**src/rtl/apb_regfile_slave.sv**
```systemverilog
// APB3 register-file slave: GP read/write bank, live status word and a sticky
// interrupt source/mask pair with a registered level interrupt output.
// Each transfer passes through IDLE -> (WAIT) -> RESP. Writes commit and read data
// is loaded on the same edge that raises pready.
module apb_regfile_slave #(
   parameter int unsigned ADDR_W      = 12,
   parameter int unsigned DATA_W      = 32,
   parameter int unsigned NUM_REGS    = 8,
   parameter int unsigned WAIT_STATES = 0,
   parameter int unsigned INTR_W      = 8
) (
   input  logic                       clk,
   input  logic                       rstn,
   input  logic [ADDR_W-1:0]          paddr,
   input  logic                       psel,
   input  logic                       penable,
   input  logic                       pwrite,
   input  logic [DATA_W-1:0]          pwdata,
   input  logic [DATA_W/8-1:0]        pstrb,
   output logic [DATA_W-1:0]          prdata,
   output logic                       pready,
   output logic                       pslverr,
   input  logic [INTR_W-1:0]          hw_intr_i,
   input  logic [DATA_W-1:0]          hw_status_i,
   output logic [NUM_REGS*DATA_W-1:0] gp_regs_o,
   output logic                       intr_o
);

   localparam int unsigned STRB_W = DATA_W / 8;

   localparam logic [1:0] ST_IDLE = 2'd0;
   localparam logic [1:0] ST_WAIT = 2'd1;
   localparam logic [1:0] ST_RESP = 2'd2;

   // Transfer FSM and wait-state counter
   logic [1:0]              state_q, state_d;
   logic [3:0]              cnt_q, cnt_d;

   // Registered APB response and interrupt output
   logic                    pready_q, pready_d;
   logic                    pslverr_q, pslverr_d;
   logic [DATA_W-1:0]       prdata_q, prdata_d;
   logic                    intr_q, intr_d;

   // Register storage
   logic [INTR_W-1:0]       src_q, src_d;
   logic [INTR_W-1:0]       msk_q, msk_d;
   logic [DATA_W-1:0]       gp_q [NUM_REGS];
   logic [DATA_W-1:0]       gp_d [NUM_REGS];

   // Address decode and datapath helpers
   logic                    sel_src, sel_msk, sel_stat;
   logic [NUM_REGS-1:0]     sel_gp;
   logic                    addr_err;
   logic [DATA_W-1:0]       wmask;
   logic [DATA_W-1:0]       rd_val;
   logic                    commit;
   logic                    wr_ok;

   // Decode the current bus address; full-address compares reject misaligned offsets
   always_comb begin
      sel_src  = (paddr == ADDR_W'(0));
      sel_msk  = (paddr == ADDR_W'(4));
      sel_stat = (paddr == ADDR_W'(8));
      for (int i = 0; i < NUM_REGS; i++) begin
         sel_gp[i] = (paddr == ADDR_W'(16 + 4 * i));
      end
      addr_err = ~(sel_src | sel_msk | sel_stat | (|sel_gp))
               | (paddr[1:0] != 2'b00)
               | (pwrite & sel_stat);
      for (int b = 0; b < STRB_W; b++) begin
         wmask[8*b +: 8] = {8{pstrb[b]}};
      end
   end

   // Read mux over the register map; unmapped locations read as zero
   always_comb begin
      rd_val = '0;
      if (sel_src) begin
         rd_val[INTR_W-1:0] = src_q;
      end
      if (sel_msk) begin
         rd_val[INTR_W-1:0] = msk_q;
      end
      if (sel_stat) begin
         rd_val = hw_status_i;
      end
      for (int i = 0; i < NUM_REGS; i++) begin
         if (sel_gp[i]) begin
            rd_val = gp_q[i];
         end
      end
   end

   // Transfer FSM: commit is the single-cycle strobe for the edge entering RESP
   always_comb begin
      state_d = state_q;
      cnt_d   = cnt_q;
      commit  = 1'b0;
      case (state_q)
         ST_IDLE: begin
            if (psel && penable) begin
               if (WAIT_STATES == 0) begin
                  state_d = ST_RESP;
                  commit  = 1'b1;
               end else begin
                  state_d = ST_WAIT;
                  cnt_d   = 4'd1;
               end
            end
         end
         ST_WAIT: begin
            if (!psel) begin
               // Master abandoned the transfer: no response, no write
               state_d = ST_IDLE;
               cnt_d   = '0;
            end else if (cnt_q == 4'(WAIT_STATES)) begin
               state_d = ST_RESP;
               cnt_d   = '0;
               commit  = 1'b1;
            end else begin
               cnt_d = cnt_q + 4'd1;
            end
         end
         ST_RESP: begin
            state_d = ST_IDLE;
         end
         default: begin
            state_d = ST_IDLE;
            cnt_d   = '0;
         end
      endcase
   end

   // Register next-state: byte-lane writes, W1C source bits, hardware set has priority
   always_comb begin
      wr_ok = commit & pwrite & ~addr_err;

      src_d = src_q | hw_intr_i;
      if (wr_ok && sel_src) begin
         src_d = (src_q & ~(pwdata[INTR_W-1:0] & wmask[INTR_W-1:0])) | hw_intr_i;
      end

      msk_d = msk_q;
      if (wr_ok && sel_msk) begin
         msk_d = (msk_q & ~wmask[INTR_W-1:0]) | (pwdata[INTR_W-1:0] & wmask[INTR_W-1:0]);
      end

      for (int i = 0; i < NUM_REGS; i++) begin
         gp_d[i] = gp_q[i];
         if (wr_ok && sel_gp[i]) begin
            gp_d[i] = (gp_q[i] & ~wmask) | (pwdata & wmask);
         end
      end
   end

   // Response and interrupt next-state; outside RESP the response outputs rest at zero
   always_comb begin
      pready_d  = commit;
      pslverr_d = commit & addr_err;
      prdata_d  = (commit && !pwrite && !addr_err) ? rd_val : '0;
      intr_d    = |(src_q & ~msk_q);
   end

   // State registers with asynchronous active-low reset
   always_ff @(posedge clk or negedge rstn) begin
      if (!rstn) begin
         state_q   <= ST_IDLE;
         cnt_q     <= '0;
         pready_q  <= 1'b0;
         pslverr_q <= 1'b0;
         prdata_q  <= '0;
         intr_q    <= 1'b0;
         src_q     <= '0;
         msk_q     <= '1;
         for (int i = 0; i < NUM_REGS; i++) begin
            gp_q[i] <= '0;
         end
      end else begin
         state_q   <= state_d;
         cnt_q     <= cnt_d;
         pready_q  <= pready_d;
         pslverr_q <= pslverr_d;
         prdata_q  <= prdata_d;
         intr_q    <= intr_d;
         src_q     <= src_d;
         msk_q     <= msk_d;
         for (int i = 0; i < NUM_REGS; i++) begin
            gp_q[i] <= gp_d[i];
         end
      end
   end

   assign pready  = pready_q;
   assign pslverr = pslverr_q;
   assign prdata  = prdata_q;
   assign intr_o  = intr_q;

   for (genvar gi = 0; gi < NUM_REGS; gi++) begin : g_gp_out
      assign gp_regs_o[gi*DATA_W +: DATA_W] = gp_q[gi];
   end

endmodule

```
**config.mk**
```make
export PLATFORM = sky130hd
export DESIGN_NAME = apb_regfile_slave
export DESIGN_NICKNAME = d
export VERILOG_FILES = /design/src/rtl/apb_regfile_slave.sv
export SDC_FILE = /design/constraint.sdc
export NUM_CORES = 1
export LEC_CHECK = 0
export ABC_CLOCK_PERIOD_IN_PS = 5550
export CAP_MARGIN = 20
export CORE_ASPECT_RATIO = 1.4
export CORE_MARGIN = 1.5
export CORE_UTILIZATION = 50
export DETAILED_ROUTE_END_ITERATION = 7
export HOLD_SLACK_MARGIN = 0.03
export PLACE_DENSITY = 0.82
export SYNTH_ARGS = -nofsm -noshare
export SYNTH_HDL_FRONTEND = slang
export SYNTH_SLANG_ARGS = --single-unit
```
**constraint.sdc**
```tcl
create_clock -name clk -period 5.55 [get_ports clk]
set_input_delay 0.8325 -clock clk [delete_from_list [all_inputs] [get_ports clk]]
set_output_delay 0.8325 -clock clk [all_outputs]
set_load 0.005 [all_outputs]
```
# Word-level counts from Yosys, hierarchy flattened
# Cells that the tools add are included.
dict set report totals {
  wordCells 117
  register_bits 313
  output_inout_bits 291
  in_bits 93
}
dict set report classes {
  eq_ne 14
  reduce_logical 23
  n_bitwise 39
  muxes 24
  add_sub_neg 1
}
# op count
set ops {}
lappend ops {{$mux 32} 10}
lappend ops {{$and 32x32->32} 9}
lappend ops {{$or 32x32->32} 8}
lappend ops {{$eq 12x5->1 const B} 4}
lappend ops {{$eq 12x6->1 const B} 4}
lappend ops {{$and 8x8->8} 4}
lappend ops {{$not 32->32} 1}
lappend ops {{$mux 8} 3}
lappend ops {{$not 8->8} 3}
lappend ops {{$or 8x8->8} 3}
lappend ops {{$reduce_or 8->1} 2}
lappend ops {{$logic_and 1x1->1} 13}
lappend ops {{$eq 12x3->1 const B} 1}
lappend ops {{$eq 12x4->1 const B} 1}
lappend ops {{$logic_not 12->1} 1}
lappend ops {{$mux 4} 2}
lappend ops {{$pmux 4 s2} 1}
lappend ops {{$mux 2} 3}
lappend ops {{$or 1x1->1} 5}
lappend ops {{$add 4x1->4 const B} 1}
lappend ops {{$and 1x1->1} 4}
lappend ops {{$logic_not 4->1} 1}
lappend ops {{$pmux 2 s2} 1}
lappend ops {{$mux 1} 3}
lappend ops {{11 further kinds} 13}

# Logic depth before layout (Yosys ltp)
# Gate-level depths: netlist of the first run.
dict set report logic_depth {
  depth_word 13
  mapped_depth 9
  ltp_nobuf 6
}

# Least setup slack after synthesis of the first run
# OpenSTA, ideal clock, no wires.
dict set report synth_path {
  path_kind {input to register}
  from {input port paddr[2]}
  to {register with a tool-made name}
  path_buffers 2
  required_time_ps 5425
  arrival_time_ps 2619
  setup_ps 125
  setup_slack_ps 2806
  cell_stages 7
  cell_sequence {buf_2 nor2b_1 clkbuf_1 a211oi_2 nand3_4 nor2_2 mux2_2}
}
# item line
set synth_rtl {}
lappend synth_rtl {{from (decl)} 14} ;# input logic [ADDR_W-1:0] paddr,

==> run_results.csv, run 1 <==
group,metric,value,unit
clocking,cts-resized-gates,0,
worst_setup_path,worst_path_max_delay_cell,"sky130_fd_sc_hd__nor2_2",
cells_and_area,sequential_cell_area,7717,um^2
drt,drtAntennaViolNets,0,
floorplan,floorplan.initialDensity,50.57,%
pwr,power_per_cell_area,230.4,nW/um^2
clocking,max_h_tree_level,1,
yosys,yosysTopAreaCell,"sky130_fd_sc_hd__dfrtp_1",
cells_and_area,fraction_of_layout_cells_with_a_size_suffix_above_1,28.33,%
sta,fmaxAchievable,280.6,MHz
yosys,synth_compound_gate_area_share,12.03,%
grt,first_pass_grt_wire_length,74.41,mm
yosys,synth_xor_xnor_area_share,0,%
yosys,cell_with_the_most_instances_after_synthesis,"sky130_fd_sc_hd__dfrtp_1",
yosys,synth_top_cell_area_share,52.59,%
floorplan,rows,73,
yosys,synth-main-ff-cell,"sky130_fd_sc_hd__dfrtp_1",
placement,detailed_place_hpwl,34.12,mm
yosys,netlist_top_cells_area,"sky130_fd_sc_hd__dfrtp_1 (53%), sky130_fd_sc_hd__mux2_2 (23%), sky130_fd_sc_hd__nor2_4 (2.1%)",
yosys,mappedNetlistNets,1176,
clocking,latest_clock_arrival_within_the_worst_skew_pair,550,ps
grt,gr_overflow_total,0,
pwr,p_leak,0.008263,uW
cells_and_area,synthToLayoutAreaGrowth,35.79,%
yosys,syn_area_per_cell,13.18,um^2
yosys,yosysSeqAreaShare,54.07,%
placement,placement.setup.worst_slack,1524,ps
drt,detail_route.iter0.violations,954,
cells_and_area,layout.nets,1534,
grt,first_global_vias,11910,
yosys,edff_count_synth,0,
floorplan,die_width,145.8,um
placement,place_congestion,0.9962,
yosys,yosys_register_bits,308,
drt,drc,0,
yosys,most_common_library_cells_after_synthesis,"sky130_fd_sc_hd__dfrtp_1 (300), sky130_fd_sc_hd__mux2_2 (294), sky130_fd_sc_hd__clkbuf_1 (45)",
worst_setup_path,critical_path.startpoint_type,"primary input",
sta,grt_setup_unrepaired,"false",
clocking,cts.path.max_buffers,3,
grt,grt_antenna_before_repair,0,
sta,hold_viol,0,
cells_and_area,fill_cells,2053,
outcome,run_status,"complete, no violations",
floorplan,die_y,202.9,um
worst_setup_path,worst_setup_path_startpoint,"paddr[7]",
worst_setup_path,cp_slowest_stage_delay,670,ps
yosys,main_combinational_cell_family_by_area_after_synthesis,"multiplexers",
worst_setup_path,timing.critical_path.cells,"clkdlybuf4s50_1 > nor4_4 > and3_1 > nand2_2 > nor2_2 > mux2_2",
clocking,tritoncts,"done",
worst_setup_path,timing.setup.critical_path_class,"primary input to flip-flop",
sta,layout_worst_path_cycle_share,64.21,%
clocking,clk_root_buffer_cell,"sky130_fd_sc_hd__clkbuf_16",
yosys,synth.distinct_cells,57,
drt,finalWirelength,49.55,mm
yosys,syn-cell-area,14270,um^2
floorplan,placeableCoreArea,28220,um^2
sta,drv_slew,0,
floorplan,io_pins,384,
drt,via_count,11590,
worst_setup_path,critical_path_arrival,3990,ps
placement,placed_cells,1785,
pwr,power.ir.vdd_worst,0.0002222,V
sta,finalSetupTns,0,ps
worst_setup_path,number_of_buffer_and_inverter_instances_along_the_worst_setup_path,1,
worst_setup_path,crit_path_max_fanout,25,
clocking,cts_hold_buffers,0,
clocking,cts_post_setup_buffers_inserted,0,
yosys,synth_fa_ha_area_share,0,%
sta,final.min_clock_period,3564,ps
sta,setup_slack,1986,ps
flow_run,timing.max_cap.violations,0,
worst_setup_path,r2r-start,"state_q[1]$_DFFE_PN0P_",
worst_setup_path,required,5970,ps
cells_and_area,post_layout_nonfiller_instances,1833,
drt,wl_per_cell,27.03,um
sta,worst-slew-pin-transition,1119,ps
sta,slew_headroom,25.24,%
drt,vias_per_cell,6.324,
yosys,post_synth_mux_area_share,24.54,%
yosys,ys.warnings.count,0,
cells_and_area,antenna-diode-count,0,
drt,dr.pass1.iters,5,
yosys,post_synth_and_or_nand_nor_area_fraction,7.083,%
sta,clock_skew,8.092,ps
floorplan,floorplan.die_area,29580,um^2
grt,largest_net_degree_at_the_start_of_global_routing,135,
yosys,post_synth_inst_count,1083,
cells_and_area,area_occupied_by_multi_input_gates,6269,um^2
hold_path,class_of_the_tightest_hold_or_removal_check,"primary input to async pin",
grt,globalRouteTotalUtil,33.16,%
clocking,clkSinkCount,308,
sta,setup_violations,0,
worst_setup_path,cp_capture_type,"flip-flop",
yosys,synth_async_sr_flop_share,100.0,%
placement,quantity_of_i_o_buffers_inserted_on_ports,383,
clocking,clk_pin_slew,60,ps
clocking,cts_inserted_buffers,29,
worst_setup_path,critical_path.top_delay_family,"simple AND/OR/NAND/NOR gates",
[per-stage QoR]
step                      area [um^2]  hold WS, ps  utilization [%]  power, uW
after floorplan                 14270        470.6                -       2358
after global placement          18460        481.6            65.39       2524
after detailed placement        18460        500.2            65.39       2527
after CTS                       19380        445.7            68.67       4482
after global routing            19380        467.9            68.67       4592
final                           19380        400.0            68.67       4466
[logic make-up (layout without fill, tap and decap cells)]
family                 Yosys count  in the layout
muxes                          313            313
DFF                            308            308
AOI/OAI and AO/OA              238            238
and+or+nand+nor                141            141
buffers and inverters           83            458
[final cells by class]
type / instances / area share [%]
clock inverter: 7 / 0.4906
timing repair buffer: 398 / 20.41
tap: 375 / 2.421
sequential: 308 / 39.82
clock buffer: 41 / 4.286
inverter: 12 / 0.2324
multi-input combinational: 692 / 32.34
[cell usage in the layout (no fill, tap or decap), types with 3 or more instances in the layout]
master and count:
sky130_fd_sc_hd__nand3_1 9, sky130_fd_sc_hd__a21oi_1 39, sky130_fd_sc_hd__nor3_1 13, sky130_fd_sc_hd__nand2_1 18, sky130_fd_sc_hd__clkbuf_8 6, sky130_fd_sc_hd__dfstp_2 8
sky130_fd_sc_hd__o22ai_1 35, sky130_fd_sc_hd__nor2_2 6, sky130_fd_sc_hd__dfrtp_1 300, sky130_fd_sc_hd__a21o_1 8, sky130_fd_sc_hd__o211ai_1 6, sky130_fd_sc_hd__a221o_1 21
sky130_fd_sc_hd__nand3_4 3, sky130_fd_sc_hd__nor2_1 24, sky130_fd_sc_hd__a32oi_1 9, sky130_fd_sc_hd__clkbuf_1 6, sky130_fd_sc_hd__o21ai_0 22, sky130_fd_sc_hd__clkbuf_16 29
sky130_fd_sc_hd__o221ai_1 31, sky130_fd_sc_hd__inv_1 12, sky130_fd_sc_hd__nor4_4 3, sky130_fd_sc_hd__nor2_4 28, sky130_fd_sc_hd__nand4_1 9, sky130_fd_sc_hd__clkdlybuf4s50_1 380
sky130_fd_sc_hd__a221oi_1 20, sky130_fd_sc_hd__buf_4 15, sky130_fd_sc_hd__a31oi_1 10, sky130_fd_sc_hd__mux2_2 294, sky130_fd_sc_hd__a22oi_1 31, sky130_fd_sc_hd__or4_1 3
sky130_fd_sc_hd__mux2i_1 18
[path summary, 6_finish.rpt]
path                       slack (ps)  cells past startpoint            endpoint
setup reg to reg                 2950                      6           flip-flop
min in group clk                  520                      1  src_q[4]$_DFF_PN0_
setup / recovery                 1990                      6           flip-flop
hold / removal                    400                      1           async pin
hold reg to reg                   520                      1  src_q[4]$_DFF_PN0_
max in group asynchronous        3850                      2           async pin
[worst register-to-register path, stage by stage (launching register included)]
cell                       delay (ps)
sky130_fd_sc_hd__dfrtp_1          360
sky130_fd_sc_hd__nand3b_1         270
sky130_fd_sc_hd__inv_1            150
sky130_fd_sc_hd__nand3_1          200
sky130_fd_sc_hd__a211o_1          580
sky130_fd_sc_hd__nor2_2           520
sky130_fd_sc_hd__mux2_2           410
[routing by layer]
| layer | share of wire, % | wire [um] | up-vias | GRT usage [%] |
|---|---|---|---|---|
| met5 | 0 | 0 | - | 0 |
| met2 | 49 | 24450 | 703 | 55.15 |
| met3 | 8.9 | 4385 | 155 | 6.472 |
| met4 | 5.6 | 2769 | 0 | 17.60 |
| met1 | 36 | 17940 | 5868 | 40.93 |
| li1 | - | - | 4865 | - |
[power by group]
part | switching (uW) | internal (uW)
registers | 0.353 | 2250
clock network | 850 | 1130
logic | 155 | 87.0
No activity file was read; power rests on OpenSTA's default activity.
==> run 2, diff against run 1 <==
==> config.mk (replaced) <==
export PLATFORM = sky130hd
export DESIGN_NAME = apb_regfile_slave
export DESIGN_NICKNAME = d
export VERILOG_FILES = /design/src/rtl/apb_regfile_slave.sv
export SDC_FILE = /design/constraint.sdc
export NUM_CORES = 1
export LEC_CHECK = 0
export ABC_CLOCK_PERIOD_IN_PS = 3600
export CAP_MARGIN = 20
export CORE_ASPECT_RATIO = 1.4
export CORE_MARGIN = 1.5
export CORE_UTILIZATION = 49
export DETAILED_ROUTE_END_ITERATION = 7
export HOLD_SLACK_MARGIN = 0.03
export PLACE_DENSITY = 0.81
export SYNTH_ARGS = -nofsm -noshare
export SYNTH_HDL_FRONTEND = slang
export SYNTH_SLANG_ARGS = --single-unit
==> constraint.sdc (replaced) <==
create_clock -name clk -period 3.6 [get_ports clk]
set_input_delay 0.54 -clock clk [delete_from_list [all_inputs] [get_ports clk]]
set_output_delay 0.54 -clock clk [all_outputs]
set_load 0.005 [all_outputs]
==> run_results.csv, run 2 (synthesized netlist as in run 1, its figures left out) <==
group,metric,value,unit
outcome,run_status,"complete, no violations",
sta,finalSetupTns,0,ps
sta,final.min_clock_period,2826,ps
sta,hold_viol,0,
clocking,clk_pin_slew,60,ps
grt,first_global_vias,12170,
placement,place_congestion,0.9845,
floorplan,die_y,204.9,um
grt,largest_net_degree_at_the_start_of_global_routing,104,
pwr,report.power.total,7099,uW
placement,quantity_of_i_o_buffers_inserted_on_ports,383,
drt,vias_per_cell,6.351,
sta,clock_skew,10.13,ps
worst_setup_path,required,4040,ps
floorplan,floorplan.initialDensity,50.09,%
floorplan,rows,73,
cells_and_area,synthToLayoutAreaGrowth,38.05,%
hold_path,class_of_the_tightest_hold_or_removal_check,"flip-flop to flip-flop",
flow_run,timing.max_cap.violations,0,
placement,detailed_place_hpwl,36.04,mm
sta,grt_setup_unrepaired,"false",
worst_setup_path,critical_path_arrival,3270,ps
grt,first_pass_grt_wire_length,76.02,mm
floorplan,die_width,147.2,um
drt,via_count,11890,
sta,setup_violations,0,
sta,slew_headroom,45.46,%
cells_and_area,mostFrequentLayoutCell,"sky130_fd_sc_hd__clkdlybuf4s50_1",
clocking,clk_root_buffer_cell,"sky130_fd_sc_hd__clkbuf_16",
drt,detail_route.iter0.violations,1012,
cells_and_area,fill_cells,2104,
worst_setup_path,crit_path_max_fanout,9,
cells_and_area,layout.nets,1564,
cells_and_area,post_layout_nonfiller_instances,1872,
clocking,cts_inserted_buffers,31,
floorplan,placeableCoreArea,28500,um^2
clocking,cts-resized-gates,0,
sta,layout_worst_path_cycle_share,78.49,%
grt,gr_overflow_total,0,
worst_setup_path,critical_path.startpoint_type,"primary input",
worst_setup_path,timing.setup.critical_path_class,"primary input to flip-flop",
drt,wl_per_cell,27.34,um
pwr,power_per_cell_area,360.2,nW/um^2
cells_and_area,sequential_cell_area,7717,um^2
drt,drtAntennaViolNets,0,
sta,worst-slew-pin-transition,818.1,ps
drt,dr.pass1.iters,5,
pwr,p_leak,0.008453,uW
clocking,clkSinkCount,308,
cells_and_area,fraction_of_layout_cells_with_a_size_suffix_above_1,29.70,%
clocking,cts.path.max_buffers,3,
grt,globalRouteTotalUtil,33.53,%
clocking,max_h_tree_level,1,
pwr,power.ir.vdd_worst,0.0003107,V
clocking,latest_clock_arrival_within_the_worst_skew_pair,560,ps
grt,grt_antenna_before_repair,3,
drt,finalWirelength,51.17,mm
placement,placed_cells,1812,
floorplan,io_pins,384,
clocking,tritoncts,"done",
sta,fmaxAchievable,353.9,MHz
drt,drc,0,
cells_and_area,fin_util,69.15,%
cells_and_area,commonest_cells_after_routing_fill_and_taps_aside,"sky130_fd_sc_hd__clkdlybuf4s50_1 (380), sky130_fd_sc_hd__dfrtp_1 (300), sky130_fd_sc_hd__mux2_2 (294)",
cells_and_area,area_occupied_by_multi_input_gates,6262,um^2
floorplan,floorplan.die_area,30180,um^2
worst_setup_path,cp_capture_type,"flip-flop",
sta,drv_slew,0,
## run 2: changes by cell type in the layout (fill, tap and decap cells not counted)
cell and delta:
sky130_fd_sc_hd__buf_4 +25, sky130_fd_sc_hd__dlygate4sd3_1 +1, sky130_fd_sc_hd__diode_2 +2, sky130_fd_sc_hd__buf_12 +2, sky130_fd_sc_hd__clkbuf_8 -1, sky130_fd_sc_hd__clkinvlp_4 -1
sky130_fd_sc_hd__clkbuf_16 +2, sky130_fd_sc_hd__bufinv_16 +1, sky130_fd_sc_hd__clkinv_2 +6, sky130_fd_sc_hd__nor4bb_1 +1, sky130_fd_sc_hd__inv_6 -2, sky130_fd_sc_hd__clkbuf_1 +4
sky130_fd_sc_hd__nor4bb_2 -1
## run 2: layout make-up
class	instances	share of cell area, %
Tap cell	375	2.381
Clock inverter	11	0.6604
Inverter	12	0.2286
Timing Repair Buffer	426	21.28
Multi-Input combinational cell	692	31.78
Sequential cell	308	39.16
Clock buffer	46	4.476
Antenna cell	2	0.02540
## run 2: power breakdown
group | switching, uW | internal, uW
Clock | 1350 | 1900
Sequential | 0.660 | 3460
Combinational | 241 | 141
Total | 1590 | 5500
## run 2: layer usage
layer / up-vias / track usage, % / wire (um)
met1: 6056 / 40.38 / 18530
met4: 2 / 19.50 / 3130
met3: 193 / 5.768 / 4004
met5: - / 0 / 15
li1: 4922 / - / -
met2: 716 / 56.59 / 25490
## run 2: critical path: stages
cell and delay (ps):
sky130_fd_sc_hd__clkdlybuf4s50_1 570, sky130_fd_sc_hd__nor4_4 440, sky130_fd_sc_hd__nand4_1 250, sky130_fd_sc_hd__a211o_1 560
sky130_fd_sc_hd__nor2_2 500, sky130_fd_sc_hd__mux2_2 400
## run 2: timing repair
item / in CTS / in global routing
buffers inserted: 0 / 0
hold buffers: 1 / 0
hold endpoints to repair: 66 / 0
## run 2: path summary, 6_finish.rpt
| path | from | to | slack [ps] | cells past startpoint |
|---|---|---|---|---|
| worst max-delay path | paddr[7] | flip-flop | 770 | 6 |
| worst min-delay path | src_q[4]$_DFF_PN0_ | src_q[4]$_DFF_PN0_ | 510 | 1 |
| worst max register to register | state_q[1]$_DFFE_PN0P_ | flip-flop | 1230 | 6 |
| worst min register to register | src_q[4]$_DFF_PN0_ | src_q[4]$_DFF_PN0_ | 510 | 1 |
| max in group asynchronous | rstn | async pin | 2060 | 3 |
| min in group asynchronous | rstn | prdata[19]$_DFF_PN0_ | 540 | 2 |
## run 2: metrics by stage
| step | area, um^2 | worst slack [ps] | hold slack [ps] |
|---|---|---|---|
| floorplan | 14270 | 1149 | 244.4 |
| global route | 19710 | 652.4 | 520.2 |
| global placement | 18680 | 298.1 | 481.2 |
| CTS | 19700 | 814.0 | 503.7 |
| detailed placement | 18680 | 229.0 | 489.9 |
| finish | 19710 | 774.4 | 511.7 |
==> run 3, diff against run 2 <==
--- a/config.mk
+++ b/config.mk
@@ -5,7 +5,7 @@
 export SDC_FILE = /design/constraint.sdc
 export NUM_CORES = 1
 export LEC_CHECK = 0
-export ABC_CLOCK_PERIOD_IN_PS = 3600
+export ABC_CLOCK_PERIOD_IN_PS = 2600
 export CAP_MARGIN = 20
 export CORE_ASPECT_RATIO = 1.4
 export CORE_MARGIN = 1.5
==> constraint.sdc (replaced) <==
create_clock -name clk -period 2.6 [get_ports clk]
set_input_delay 0.39 -clock clk [delete_from_list [all_inputs] [get_ports clk]]
set_output_delay 0.39 -clock clk [all_outputs]
set_load 0.005 [all_outputs]
==> run_results.csv, run 3 (synthesized netlist as in run 1, its figures left out) <==
group,metric,value,unit
sta,fmaxAchievable,434.1,MHz
cells_and_area,commonest_cells_after_routing_fill_and_taps_aside,"sky130_fd_sc_hd__clkdlybuf4s50_1 (380), sky130_fd_sc_hd__dfrtp_1 (300), sky130_fd_sc_hd__mux2_2 (294)",
drt,vias_per_cell,6.231,
clocking,max_h_tree_level,1,
worst_setup_path,timing.setup.critical_path_class,"primary input to flip-flop",
outcome,run_status,"complete, no violations",
flow_run,timing.max_cap.violations,0,
floorplan,floorplan.die_area,30180,um^2
worst_setup_path,required,3040,ps
worst_setup_path,crit_path_max_fanout,8,
pwr,p_leak,0.008968,uW
placement,place_congestion,0.9151,
floorplan,io_pins,384,
sta,clock_skew,14.19,ps
grt,largest_net_degree_at_the_start_of_global_routing,74,
drt,drtAntennaViolNets,0,
cells_and_area,post_layout_nonfiller_instances,1951,
sta,final.min_clock_period,2304,ps
sta,grt_setup_unrepaired,"false",
clocking,cts.path.max_buffers,3,
sta,finalHoldWorstSlack,383.2,ps
drt,detail_route.iter0.violations,977,
cells_and_area,fraction_of_layout_cells_with_a_size_suffix_above_1,33.61,%
floorplan,die_width,147.2,um
grt,grt_antenna_before_repair,3,
grt,gr_overflow_total,0,
floorplan,die_y,204.9,um
drt,dr.pass1.iters,5,
clocking,cts_post_setup_buffers_inserted,0,
drt,drc,0,
cells_and_area,synthToLayoutAreaGrowth,45.83,%
sta,setup_violations,0,
clocking,cts-resized-gates,0,
floorplan,floorplan.initialDensity,50.09,%
cells_and_area,layout.nets,1643,
worst_setup_path,critical_path.startpoint_type,"primary input",
placement,quantity_of_i_o_buffers_inserted_on_ports,383,
clocking,clkSinkCount,308,
clocking,cts_inserted_buffers,30,
clocking,clk_root_buffer_cell,"sky130_fd_sc_hd__clkbuf_16",
grt,first_pass_grt_wire_length,75.55,mm
sta,layout_worst_path_cycle_share,88.61,%
clocking,cts_hold_buffers,1,
placement,detailed_place_hpwl,36.42,mm
pwr,power.ir.vdd_worst,0.0004654,V
grt,globalRouteTotalUtil,33.09,%
clocking,tritoncts,"done",
sta,setup_slack,296.1,ps
placement,placed_cells,1892,
drt,wl_per_cell,25.90,um
pwr,report.power.total,10000,uW
drt,finalWirelength,50.54,mm
grt,first_global_vias,12530,
clocking,clk_pin_slew,60,ps
pwr,power_per_cell_area,480.4,nW/um^2
sta,slew_headroom,58.05,%
sta,worst-slew-pin-transition,629.2,ps
clocking,latest_clock_arrival_within_the_worst_skew_pair,570,ps
sta,drv_slew,0,
worst_setup_path,cp_capture_type,"flip-flop",
worst_setup_path,critical_path_arrival,2750,ps
cells_and_area,fin_util,73.04,%
cells_and_area,mostFrequentLayoutCell,"sky130_fd_sc_hd__clkdlybuf4s50_1",
floorplan,rows,73,
sta,hold_viol,0,
worst_setup_path,worst-r2r-cell-count,7,
drt,via_count,12160,
hold_path,class_of_the_tightest_hold_or_removal_check,"primary input to async pin",
placement,placement.setup.worst_slack,-253.5,ps
floorplan,placeableCoreArea,28500,um^2
worst_setup_path,worst-r2r-setup-slack,410,ps
## run 3: path summary, 6_finish.rpt
path                                        start                  to
min in group clk                     hw_intr_i[4]  src_q[4]$_DFF_PN0_
max in group asynchronous                    rstn           async pin
hold reg to reg                src_q[4]$_DFF_PN0_  src_q[4]$_DFF_PN0_
hold / removal                               rstn   pslverr$_DFF_PN0_
setup / recovery                         paddr[9]           flip-flop
setup reg to reg           state_q[1]$_DFFE_PN0P_           flip-flop
## run 3: power breakdown
part	internal, uW	leakage (uW)	switching [uW]
Sequential	4790	0.00423	1.05
Combinational	222	0.00423	340
Clock	2730	0.000516	1920
## run 3: critical path, stage by stage
cell	delay [ps]
sky130_fd_sc_hd__clkdlybuf4s50_1	470
sky130_fd_sc_hd__or4_1	630
sky130_fd_sc_hd__nor3_2	250
sky130_fd_sc_hd__nand3_1	170
sky130_fd_sc_hd__buf_4	190
sky130_fd_sc_hd__nor2_4	250
sky130_fd_sc_hd__mux2_2	390
## run 3: final cells by class
cell class / instances / area, um^2
diodes: 2 / 5.005
clock inverters: 16 / 198.9
repair buffers: 506 / 5258
multi-input cells: 692 / 6262
inverters: 12 / 45.04
flip-flops and latches: 308 / 7717
well taps: 375 / 469.2
fillers: 1912 / 7682
clock buffers: 40 / 859.6
## run 3: routing by layer
metal	vias to the layer above	routed length, um	GRT usage [%]
met2	768	25330	56.99
li1	5080	-	-
met1	6138	18050	39.64
met3	168	4384	5.880
met5	-	13	0
met4	2	2759	17.11
## run 3: per-stage QoR
step	setup TNS [ps]	instance area (um^2)
after global placement	-28340	19740
after global routing	0	20820
after detailed placement	-42740	19740
after CTS	0	20810
final	0	20820
after floorplan	0	14270
==> patch 1: new RTL, flow settings as in run 2 <==
Take the reset off `prdata_q` and load it in a clocked block of its own.
--- a/src/rtl/apb_regfile_slave.sv
+++ b/src/rtl/apb_regfile_slave.sv
@@ -170,5 +170,4 @@
          pready_q  <= 1'b0;
          pslverr_q <= 1'b0;
-         prdata_q  <= '0;
          intr_q    <= 1'b0;
          src_q     <= '0;
@@ -182,5 +181,4 @@
          pready_q  <= pready_d;
          pslverr_q <= pslverr_d;
-         prdata_q  <= prdata_d;
          intr_q    <= intr_d;
          src_q     <= src_d;
@@ -192,4 +190,8 @@
    end
 
+   always_ff @(posedge clk) begin
+      prdata_q <= prdata_d;
+   end
+
    assign pready  = pready_q;
    assign pslverr = pslverr_q;
Behaviour: not the same (Yosys sat finds a counterexample within 4 cycles, from zero or initial values and one cycle with rstn low).
==> patch 1 against run 2 <==
- synthesized area up 2.0%
- sequential cell count stayed put
- cell area increased by 0.75%
- utilization down 1.1 points
- power fell by 3.0%
- clock power is 7.1% lower
- worst setup slack better by 0.12 ns
- routed wire length shrank 0.57%
- largest power group unchanged
- highest routed layer is now met4
==> patch 1: results (changes against run 2) <==
The number of fillers in the final layout was 2177 (+3.5%); the total leakage power was 0.009014 uW (+6.6%). The detailed-route wire length per cell is 26.05 um (-4.7%). Worst-margin pin slew: 0.9844 ns (+0.1663 ns). The register area share after synthesis was 51.92% (-2.1 points). The proportion of layout cells with a drive suffix above 1 is 29.54% (-0.16 points). For the global-route wire length before repair, the log shows 74.95 mm (-1.4%). The tools report the instance area at placement as 18910 um2 (+1.2%). The path category of the worst min-delay check is input port to async pin. The run gives 6598 um2 (+5.4%) as the area of combinational cells with multiple inputs. The total global routing track utilization is 32.58% (-0.95 points). Mean instance size in the synthesized netlist: 12.50 um2 (-5.1%). Stage delay of the slowest cell on the critical path: 0.67 ns (+0.10 ns). Count of different cell masters after synthesis: 70 (+23%). The tools report the number of buffers inserted during clock tree synthesis as 30 (-3.2%). Proportion of synthesized flip-flops having asynchronous set or reset: 89.61% (-10 points).

Final standard cell count with taps included and fillers excluded: 1953 (+4.3%). Startpoint of the most critical setup path: paddr[4]. Ranked by total cell area, the synthesized netlist is headed by sky130_fd_sc_hd__dfrtp_1, sky130_fd_sc_hd__mux2_2, sky130_fd_sc_hd__dfxtp_1, sky130_fd_sc_hd__o22ai_1, sky130_fd_sc_hd__o221a_2. After synthesis, the most frequently instantiated cells are sky130_fd_sc_hd__mux2_2, sky130_fd_sc_hd__dfrtp_1, sky130_fd_sc_hd__o22ai_1, sky130_fd_sc_hd__clkbuf_1, sky130_fd_sc_hd__nand2_1. The flow ran to the end, and the final reports show no timing, DRC or antenna violations. The setup skew after layout is 0.01006 ns (-0.00007380 ns), and the count of placed standard cells including taps is 1895 (+4.6%).

The run gives 0.9439 (-4.1%) as the placer's final routability congestion estimate. For the net count after synthesis, the log shows 1257 (+6.9%). The tools report the worst slack at placement as 0.3753 ns (+0.1462 ns).
patch 1: changes by cell type after synthesis, sizes merged, moves of 16 or more:
cell and change:
dfxtp +32, o22ai +25, nand2 +37, o221ai -26, o221a +25, o21ai +21
a22oi -16, a221o -21, dfrtp -32
patch 1: final timing paths:
| check | endpoint | slack, ns | cells past startpoint |
|---|---|---|---|
| min reg2reg | flop | 0.53 | 1 |
| min in group clk | flop | 0.53 | 1 |
| max in group asynchronous | async pin | 2.58 | 2 |
| max | prdata[22] | 0.89 | 6 |
| min | async pin | 0.02 | 1 |
| max reg2reg | flop | 1.02 | 7 |
patch 1: cells by family (layout without fill, tap and decap cells):
family	Yosys count	count (layout)	synth area share (%)
other cells	0	2	0
flops	308	308	51.92
mux	308	308	23.66
simple gates	198	198	9.465
compound gates	251	251	12.10
buf+inv	99	506	2.854
patch 1: power by group through the flow:
stage | clock [uW] | sequential [uW] | combinational (uW)
2_1_floorplan | 0 | 3520 | 136
3_3_place_gp | 0 | 3520 | 398
3_5_place_dp | 0 | 3520 | 402
4_1_cts | 3060 | 3460 | 404
5_1_grt | 3220 | 3460 | 434
6_report | 3020 | 3460 | 407
patch 1: routing by layer:
metal | up-vias | wire length [um] | track usage [%]
met2 | 680 | 25010 | 55.42
li1 | 5119 | - | -
met5 | - | 0 | 0
met1 | 6017 | 18270 | 38.19
met3 | 200 | 3963 | 5.319
met4 | 0 | 3631 | 21.25
patch 1: cell type report:
cell class,count,share of cell area (%)
sequential,308,38.07
multi-input combinational,757,33.23
timing repair buffer,428,21.14
clock buffer,49,4.550
tap,380,2.395
inverter,22,0.4160
clock inverter,7,0.1765
antenna,2,0.02521
==> patch 2: new RTL, config.mk and constraints of run 2 <==
Made on the original files. Change the parameter `INTR_W` from 8 to 12.
--- a/src/rtl/apb_regfile_slave.sv
+++ b/src/rtl/apb_regfile_slave.sv
@@ -8,5 +8,5 @@
    parameter int unsigned NUM_REGS    = 8,
    parameter int unsigned WAIT_STATES = 0,
-   parameter int unsigned INTR_W      = 8
+   parameter int unsigned INTR_W      = 12
 ) (
    input  logic                       clk,
Interface: changed (resized hw_intr_i); port bits go from 384 to 388. No check against the original RTL was run, so the function may have changed too.
==> patch 2 against run 2 <==
- worst setup slack lost 0.24 ns
- via count grew 6.5%
- sequential share of layout area shrank 0.93 points
- cell area grew 5.1%
- sequential cell count grew 8
- routed wire length grew 4.3%
- utilization grew 0.28 points
- synthesized cell count grew 12%
- register-to-register slack lost 0.10 ns
- power grew 7.6%
- synthesized area grew 3.9%
- critical path type unchanged
- highest routed layer unchanged
==> patch 2: results (changes against run 2) <==
Complex-gate fraction of the synthesized area: 11.71% (-0.31 points). The mux share of post-synthesis cell area is 24.07% (-0.47 points). The mean number of vias per cell was 6.202 (-2.3%); the detailed-route wire length per cell was 26.15 um (-4.3%). For the clock share of power, the log shows 47.5% (+1.7 points). The run gives 3.45 ns (+0.18 ns) as the signal arrival time at the worst endpoint. The run gives 37.53 mm (+4.1%) as the detailed-placement wirelength estimate. The worst hold path belongs to the class input port to async pin. The register area share after synthesis was 53.43% (-0.64 points). After synthesis, the cell types taking the most area are sky130_fd_sc_hd__dfrtp_1, sky130_fd_sc_hd__mux2_2, sky130_fd_sc_hd__dfstp_2, sky130_fd_sc_hd__nor2_1, sky130_fd_sc_hd__mux2i_1. For the number of iterations in the first detailed-routing pass, the log shows 7 (+2). The via count of the first global-routing pass came out at 13190 (+8.4%). The setup skew after layout was 0.01052 ns (+0.0003867 ns); the number of cells on the worst reg-to-reg path was 5 (-1). The normalized max-slew margin is 21.25% (-24 points), and the net count after synthesis is 1307 (+11%). The run gives 33.72% (+0.19 points) as the total global routing track utilization.

The tools report the peak supply drop as 0.3733 mV (+20%). In this run the worst setup path begins at paddr[4]. Sorting the synthesized cells by how often they occur yields sky130_fd_sc_hd__dfrtp_1, sky130_fd_sc_hd__mux2_2, sky130_fd_sc_hd__nor2_1, sky130_fd_sc_hd__clkbuf_1, sky130_fd_sc_hd__a21oi_1. For the net switching power figure, the log shows 1676 uW (+5.1%).

For this design, the slowest cell found on the critical path is sky130_fd_sc_hd__or4_1. The proportion of layout cells with a drive suffix above 1 is 29.06% (-0.64 points). The net count of the finished layout is 1726 (+10%), and the number of input and output port buffers inserted is 387 (+1.0%). The run gives 79.69 mm (+4.8%) as the global-route wire length before repair.

The tools report the slack of the worst reg-to-reg path as 1.13 ns (-0.10 ns). The flow ran to the end, and the final reports show no timing, DRC or antenna violations. The run gives 0.9175 (-6.8%) as the placer's final routability congestion estimate.
-- patch 2: cell types whose count changed in the layout (fill, tap and decap cells not counted), sizes merged, moves of 11 or more --
cell     delta
nor2b      +20
a221o      -20
buf        +42
and3       +11
nand3      +22
o21ai      +14
a22oi      -13
nand2      +13
o221ai     -20
a21o       +21
nor2       +28
a2111oi    +16
-- patch 2: final cells by class --
cell class,count,area (um2)
fill,2172,9123
multi-input combinational,795,6573
sequential,316,7923
clock buffer,39,855.8
antenna,5,12.51
clock inverter,16,287.8
tap,385,481.7
timing repair buffer,471,4529
inverter,15,56.30
-- patch 2: worst min path at each step --
stage	from	to	slack (ns)	cells past startpoint
2_1_floorplan	rstn	async pin	0.24	0
3_3_place_gp	src_q[4]	src_q[4]	0.46	1
3_5_place_dp	src_q[4]	src_q[4]	0.47	1
4_1_cts	rstn	async pin	0.08	1
5_1_grt	rstn	async pin	0.11	1
6_report	rstn	async pin	0.04	1
-- patch 2: layer usage --
| layer | up-vias | routed length, um | global-route usage (%) |
|---|---|---|---|
| li1 | 5337 | - | - |
| met1 | 6410 | 19590 | 41.22 |
| met2 | 734 | 26270 | 55.54 |
| met3 | 177 | 4467 | 6.965 |
| met4 | 6 | 3023 | 18.15 |
| met5 | - | 41 | 0 |
-- patch 2: per-stage QoR --
stage                     area [um2]  util, %  hold slack, ns  instances  worst slack (ns)
after floorplan                14830        -          0.2444       1210             1.070
after global placement         19560    65.56          0.4622       1982            0.1881
after detailed placement       19560    65.56          0.4698       1982            0.1107
after CTS                      20710    69.39         0.08305       2037            0.6729
after global routing           20710    69.40          0.1110       2039            0.5402
final                          20720    69.43         0.03630       2042            0.5392
